$ cat src/rtl/cdc_hs_pkg.sv
// Shared types for the four-phase req/ack CDC handshake source.
// Latency: n/a (types and constants only).
// Backpressure: n/a.
package cdc_hs_pkg;

    typedef enum logic [1:0] {
        IDLE = 2'b00,
        REQ  = 2'b01,
        REL  = 2'b10
    } hs_state_e;

    // Depth of the ack synchronizer chain.
    localparam int SYNC_STAGES = 2;

endpackage

$ cat src/rtl/sync_2ff.sv
// Multi-flop level synchronizer for signals crossing into clk.
// Latency: SYNC_STAGES clk cycles from d to q.
// Backpressure: none; a plain level is resampled every cycle.
//
// Ports:
//   clk    destination clock
//   rst_n  asynchronous active-low reset; clears every stage
//   d      asynchronous input level
//   q      synchronized level
module sync_2ff
    import cdc_hs_pkg::*;
#(
    parameter int WIDTH = 1
) (
    input  logic             clk,
    input  logic             rst_n,
    input  logic [WIDTH-1:0] d,
    output logic [WIDTH-1:0] q
);

    logic [SYNC_STAGES-1:0][WIDTH-1:0] stage_q;
    logic [SYNC_STAGES-1:0][WIDTH-1:0] stage_d;

    // Stage 0 samples the raw input; each later stage resamples its predecessor.
    always_comb begin
        stage_d = {stage_q[SYNC_STAGES-2:0], d};
    end

    always_ff @(posedge clk or negedge rst_n) begin
        if (!rst_n) begin
            stage_q <= '0;
        end else begin
            stage_q <= stage_d;
        end
    end

    assign q = stage_q[SYNC_STAGES-1];

endmodule

$ cat src/rtl/cdc_hs_src.sv
// Source end of a four-phase req/ack CDC handshake: launches one word per req.
// Latency: req one cycle after accept; ack seen 2 cycles after ack_async moves.
// Backpressure: in_ready only in IDLE, so one word per full handshake round trip.
//
// Ports:
//   clk, rst_n            source clock, asynchronous active-low reset
//   in_valid/in_ready     upstream handshake, in_data is the word
//   req_async/data_async  request and held-stable word towards the destination
//   ack_async             destination ack, asynchronous to clk
//   hs_done               one-cycle pulse on the first IDLE cycle after ack drops
//   busy                  high whenever a handshake is in flight
//   err_timeout/err_clr   sticky REQ timeout flag and its clear
//
// Optional feature macro: CDC_HS_TIMEOUT_EN builds the REQ timeout counter;
// without it err_timeout is tied low and err_clr is ignored.
module cdc_hs_src
    import cdc_hs_pkg::*;
#(
    parameter int DATA_W      = 32,
    parameter int TIMEOUT_CYC = 1024
) (
    input  logic              clk,
    input  logic              rst_n,
    input  logic              in_valid,
    output logic              in_ready,
    input  logic [DATA_W-1:0] in_data,
    output logic              req_async,
    output logic [DATA_W-1:0] data_async,
    input  logic              ack_async,
    output logic              hs_done,
    output logic              busy,
    output logic              err_timeout,
    input  logic              err_clr
);

    hs_state_e         state_q, state_d;
    logic              req_q, req_d;
    logic [DATA_W-1:0] data_q, data_d;
    logic              done_q, done_d;
    logic              ack_s;

    sync_2ff #(.WIDTH(1)) u_ack_sync (
        .clk   (clk),
        .rst_n (rst_n),
        .d     (ack_async),
        .q     (ack_s)
    );

    // A stale ack_s seen in IDLE is deliberately ignored: REQ simply waits for
    // it and REL waits for it to drop, so no word is lost or duplicated.
    always_comb begin
        state_d = state_q;
        req_d   = req_q;
        data_d  = data_q;
        done_d  = 1'b0;
        case (state_q)
            IDLE: begin
                if (in_valid) begin
                    data_d  = in_data;
                    req_d   = 1'b1;
                    state_d = REQ;
                end
            end
            REQ: begin
                if (ack_s) begin
                    req_d   = 1'b0;
                    state_d = REL;
                end
            end
            REL: begin
                if (!ack_s) begin
                    done_d  = 1'b1;
                    state_d = IDLE;
                end
            end
            default: begin
                req_d   = 1'b0;
                state_d = IDLE;
            end
        endcase
    end

    always_ff @(posedge clk or negedge rst_n) begin
        if (!rst_n) begin
            state_q <= IDLE;
            req_q   <= 1'b0;
            data_q  <= '0;
            done_q  <= 1'b0;
        end else begin
            state_q <= state_d;
            req_q   <= req_d;
            data_q  <= data_d;
            done_q  <= done_d;
        end
    end

    // Nothing can be captured while reset is held, so ready is withheld then.
    assign in_ready   = rst_n && (state_q == IDLE);
    assign busy       = (state_q != IDLE);
    assign req_async  = req_q;
    assign data_async = data_q;
    assign hs_done    = done_q;

`ifdef CDC_HS_TIMEOUT_EN
    localparam int                CNT_W   = $clog2(TIMEOUT_CYC + 1);
    localparam logic [CNT_W-1:0]  CNT_MAX = CNT_W'(TIMEOUT_CYC);
    localparam logic [CNT_W-1:0]  CNT_SET = CNT_W'(TIMEOUT_CYC - 1);

    logic [CNT_W-1:0] cnt_q, cnt_d;
    logic             err_q, err_d;

    // The flag is set only on the increment that reaches TIMEOUT_CYC, so a clear
    // while still stuck in REQ (counter saturated) is not immediately undone.
    always_comb begin
        cnt_d = cnt_q;
        err_d = err_q;
        if (state_q == IDLE && in_valid) begin
            cnt_d = '0;
        end else if (state_q == REQ && cnt_q != CNT_MAX) begin
            cnt_d = cnt_q + 1'b1;
        end
        if (state_q == REQ && cnt_q == CNT_SET) begin
            err_d = 1'b1;
        end
        if (err_clr) begin
            err_d = 1'b0;
        end
    end

    always_ff @(posedge clk or negedge rst_n) begin
        if (!rst_n) begin
            cnt_q <= '0;
            err_q <= 1'b0;
        end else begin
            cnt_q <= cnt_d;
            err_q <= err_d;
        end
    end

    assign err_timeout = err_q;
`else
    logic unused_cfg;
    assign unused_cfg  = err_clr ^ (TIMEOUT_CYC >= 2);
    assign err_timeout = 1'b0;
`endif

endmodule

$ cat config.mk
export PLATFORM = sky130hd
export DESIGN_NAME = cdc_hs_src
export DESIGN_NICKNAME = d
export VERILOG_FILES = /design/src/rtl/cdc_hs_pkg.sv /design/src/rtl/sync_2ff.sv /design/src/rtl/cdc_hs_src.sv
export SDC_FILE = /design/constraint.sdc
export NUM_CORES = 1
export LEC_CHECK = 0
export ABC_AREA = 1
export BUFFER_PORTS_ARGS = -buffer_cell sky130_fd_sc_hd__buf_2
export CORE_UTILIZATION = 42
export CTS_BUF_LIST = sky130_fd_sc_hd__clkbuf_2
export CTS_CLUSTER_SIZE = 20
export DETAILED_ROUTE_END_ITERATION = 8
export GPL_ROUTABILITY_DRIVEN = 0
export MAX_ROUTING_LAYER = met4
export PLACE_DENSITY = 0.82
export SYNTH_ARGS = -nofsm -noshare
export SYNTH_HDL_FRONTEND = slang
export SYNTH_SLANG_ARGS = --single-unit
$ cat constraint.sdc
create_clock -name clk -period 1.2 [get_ports clk]
set_clock_uncertainty 0.15 [all_clocks]
set_input_delay 0.06 -clock clk [delete_from_list [all_inputs] [get_ports clk]]
set_output_delay 0.06 -clock clk [all_outputs]
set_load 0.02 [all_outputs]
Word-level counts from Yosys, hierarchy flattened
Cells that the tools add are included.
- add/sub/neg operators: 0
- multiply operators: 0
- divide/modulo/power cells: 0
- magnitude comparators: 0
- equality and inequality tests: 5
- shifts and indexed selects: 0
- multiplexer cells: 9
- bitwise gates (word level): 1
- reductions and logical operators: 6
- operators with widths (kind ; count):
    $mux W2 ; 3
    $pmux W2 S3 ; 1
    $reduce_and A3 Y1 ; 2
    $mux W1 ; 4
    $ne A2 B2 Y1 const B ; 2
    $pmux W1 S3 ; 1
    $eq A2 B1 Y1 const B ; 1
    $eq A2 B2 Y1 const B ; 1
    $logic_not A2 Y1 ; 1
    $ne A2 B1 Y1 const B ; 1
    $reduce_and A2 Y1 ; 1
    $reduce_bool A2 Y1 ; 1
    $logic_and A1 B1 Y1 ; 1
    $not A1 Y1 ; 1
- bits in registers: 38
- bits in latches: 0
- bits in writable memories: 0
- memory bits (read-only): 0
- input bits: 37
- output and inout bits: 37
- logic and storage cells: 27
- memories kept: 0

Longest topological paths before layout
- depth in word-level cells: 3
- mapped depth: 5
- depth with buffers taken out: 4

Cells and area by module
A second synthesis with hierarchy kept.
- cell total of the unflattened synthesis: 161
- area total of the unflattened synthesis: 1516.5 µm²
- modules (own cells, without submodules) (module ; times used ; cells an instance ; area each (µm²)):
    cdc_hs_src ; 1 ; 159 ; 1466.4
    sync_2ff ; 1 ; 2 ; 50.0

Worst setup path before layout
No wires, ideal clock.
- path type: flip-flop to output port
- start point: reg state_q[0]
- end point: out in_ready
- arrival time: 1054 ps
- required time: 990 ps
- setup slack: -64 ps
- stages on the path, launching flop included: 4
- path buffers: 0
- cell sequence: dfrtp_1 -> nor2_4 -> inv_1 -> nor2_1
- longest elaborated chain between the ends: 2
- ends and longest elaborated chain (what ; RTL line ; text):
    start: declaration ; cdc_hs_src.sv:36 ; hs_state_e state_q, state_d;
    start signal: assignment ; cdc_hs_src.sv:90 ; state_q <= state_d;
    $logic_not A2 Y1 ; cdc_hs_src.sv:98 ; assign in_ready = rst_n && (state_q == IDLE);
    $logic_and A1 B1 Y1 ; cdc_hs_src.sv:98 ;
    end: declaration ; cdc_hs_src.sv:25 ; output logic in_ready,
Every way passes these cells.

Worst setup path after layout
- start point: reg state_q[0]
- end point: reg data_q[11] (netlist: data_async[11])
- longest elaborated chain between the ends: 2
- ends and longest elaborated chain (what ; RTL line ; text):
    $logic_not A2 Y1 ; cdc_hs_src.sv:56 ; case (state_q)
    $reduce_and A2 Y1 (no line) ; -- ;
    end signal: assignment ; cdc_hs_src.sv:92 ; data_q <= data_d;
    end: declaration ; cdc_hs_src.sv:38 ; logic [DATA_W-1:0] data_q, data_d;
Every way passes these cells.
A chain may end at the register's enable or synchronous reset.

==> impl_metrics.yaml <==
critical_path:
  crit_chain: "nor2_4 -> buf_4 -> buf_12 -> buf_8 -> nand3_1 -> nand2_1"
  path_buf_inv: 3
  crit_type: "reg2reg"
  critPathLaunchType: "flop"
  crit_fanout: 8
  cpPeakStageDelay_ps: 440
  critPathTopFamily: "flip-flops"
  cp.arrival_ps: 1550
  required_ps: 1360
  worst_path_max_delay_cell: "dfrtp_1"
  crit_path_end_kind: "flop"
finish:
  n_antenna_cell: 0
  final_util: 0.819
  fin_cells: 336
  area_growth_pct: 83.1
  final_nets: 327
  drive_gt1_frac: 0.431
synth:
  async_reset_ff_frac: 1.00
  yosysMostFrequentCell: "nand2_1"
  synth-edff-count: 0
  ys_top_cells_by_count: "nand2_1, dfrtp_1, nand3_1"
  syn_nets: 198
  synth_area_leaders: "dfrtp_1, nand2_1, nand3_1"
  netlist_area_mm2: 0.00152
  synth_warnings: 0
  ys.flop_type: "dfrtp_1"
  yosysTopAreaCellShare: 0.627
  synth_cell_types: 13
  seq_area_frac_synth: 0.627
  synth_seq_cells: 38
  synth_area_leader_cell: "dfrtp_1"
  syn_inst: 161
  syn_area_per_cell_um2: 9.42
grt:
  grt_pass1_vias: 1350
  grt_max_degree: 39
  global_route.overflow_total: 0
  grt_first_pass_wirelength_mm: 5.72
  track_usage: 0.218
  grt_antenna_before_repair: 0
drt:
  vias: 1597
  ant_nets: 0
  drt-total-wl_mm: 5.07
  firstDrtPassIters: 5
  drc_errors: 0
  post_drt_wl_per_cell_um: 15.1
  via_per_inst: 4.75
  drtIter0Drc: 137
power:
  leakagePower_nw: 1.48
  pwr-share-seq: 0.315
  pwr-share-comb: 0.610
  vdd_drop_max_mv: 1.79
  swShare: 0.418
  p_int_mw: 4.20
  power.switching_mw: 3.02
  p_per_area_mw_per_mm2: 2600
  pwr-share-clk: 0.074
die:
  io-pin-count: 74
  dieWidth_um: 62.1
  dieArea_mm2: 0.00386
  start_util: 0.447
  num_rows: 21
  die_h_um: 62.1
  fp.coreArea_mm2: 0.00339
clock_tree:
  cts.sinks: 38
  cts_buffers: 5
  cts_max_level: 2
  cts_max_path_buffers: 2
  cts_tree: "built"
  clock_latency_ps: 360
  root_buffer: "clkbuf_2"
  clk_pin_slew_ps: 180
timing:
  period_needed_ps: 1380
  setup_violations: 36
  hold_viol_final: 0
  post-route-period-util: 1.15
  drv_slew: 0
  fmax_ghz: 0.722
  rsz0062_at_grt: "true"
  worst_slack_ps: -184
  relSlewSlack: 0.544
  tightest_slew_ps: 684
flow_run:
  maxCapViolCount: 0
hold_path:
  hp-class: "in2reg"
run_status:
  status: "finished with violations"
  violations: "negative setup slack"
place:
  hpwl_mm: 2.11
  portBuffers: 71
  dp_cells: 274
## path summary, 6_finish.rpt
kind | from | cells after the start | slack [ps] | to
max in group asynchronous | rst_n | 3 | 420 | data_async[28]
worst min-delay path | in_valid | 4 | 30 | data_async[8]
worst max register to register | state_q[0] | 6 | -180 | data_async[11]
worst min register to register | u_ack_sync.stage_d[1] | 0 | 220 | u_ack_sync.q
min in group asynchronous | rst_n | 3 | 160 | data_async[15]
worst max-delay path | state_q[0] | 6 | -180 | data_async[11]
## layer usage
metal	GRT usage	vias to the layer above	part of all wire
met5	-	-	0
met4	0.0571	0	0.0091
met3	0.0642	6	0.043
met2	0.406	65	0.57
met1	0.221	756	0.38
li1	-	770	-
## layout make-up
| class | instances | area [um^2] |
|---|---|---|
| Timing Repair Buffer | 130 | 1140 |
| Sequential cell | 38 | 951 |
| Fill cell | 193 | 613 |
| Multi-Input combinational cell | 111 | 579 |
| Tap cell | 46 | 57.6 |
| Clock buffer | 7 | 35.0 |
| Inverter | 4 | 15.0 |
## cell families after synthesis
group / Yosys count / synth area share
and+or+nand+nor: 104 / 0.294
buffers and inverters: 15 / 0.0652
other: 1 / 0.00247
AOI/OAI and AO/OA: 3 / 0.0116
DFF: 38 / 0.627
## registers in the layout, indices dropped and copies added (netlist names)
signal              flops
u_ack_sync.q            1
u_ack_sync.stage_d      1
data_async             32
hs_done                 1
state_q                 2
req_async               1
## worst min-delay path: cells and delay by family
kind          cells  cell delay, ps
buf+inv           2             330
simple gates      2             160
## what timing repair did
item,in CTS,in global routing
hold buffers,36,0
gates resized for setup,7,76
cloned,1,5
pin swaps,1,6
setup endpoints to repair,36,66
setup buffers,1,12
hold endpoints to repair,71,0
## power by group through the flow
| stage | Sequential, mW | Combinational, mW | Clock [mW] |
|---|---|---|---|
| floorplan | 2.85 | 1.04 | 0 |
| global placement | 2.15 | 2.52 | 0 |
| detailed placement | 2.16 | 2.58 | 0 |
| CTS | 2.14 | 2.84 | 0.534 |
| global route | 2.32 | 4.71 | 0.585 |
| finish | 2.28 | 4.41 | 0.535 |
## per-stage QoR
step / hold slack, ps / setup TNS (ps) / cell area, um^2 / power, mW / setup WS (ps)
4_1_cts: 21.8 / -3170 / 2340 / 5.51 / -212
5_1_grt: 26.7 / -6160 / 2780 / 7.62 / -247
3_5_place_dp: 2.88 / -2380 / 1900 / 4.74 / -90.9
3_3_place_gp: 5.11 / -1590 / 1900 / 4.67 / -59.0
2_1_floorplan: -386 / 0 / 1520 / 3.89 / 18.3
6_report: 27.0 / -4440 / 2780 / 7.22 / -184
## placed cells by master, fill, tap and decap left out
cell	count
nand2_8	3
inv_2	1
nand2_2	14
nand3_1	29
nand2_4	1
conb_1	1
inv_1	3
buf_12	2
nor2_4	1
nor2_1	1
o21ai_1	1
nand3_2	3
clkbuf_2	7
buf_6	24
dfrtp_1	38
dlymetal6s4s_1	1
nand2_1	54
buf_4	18
o21ai_0	1
buf_8	2
clkbuf_16	3
nor2_2	1
dlygate4sd3_1	35
buf_2	45
a21boi_0	1
(Power assumes the default switching activity.)
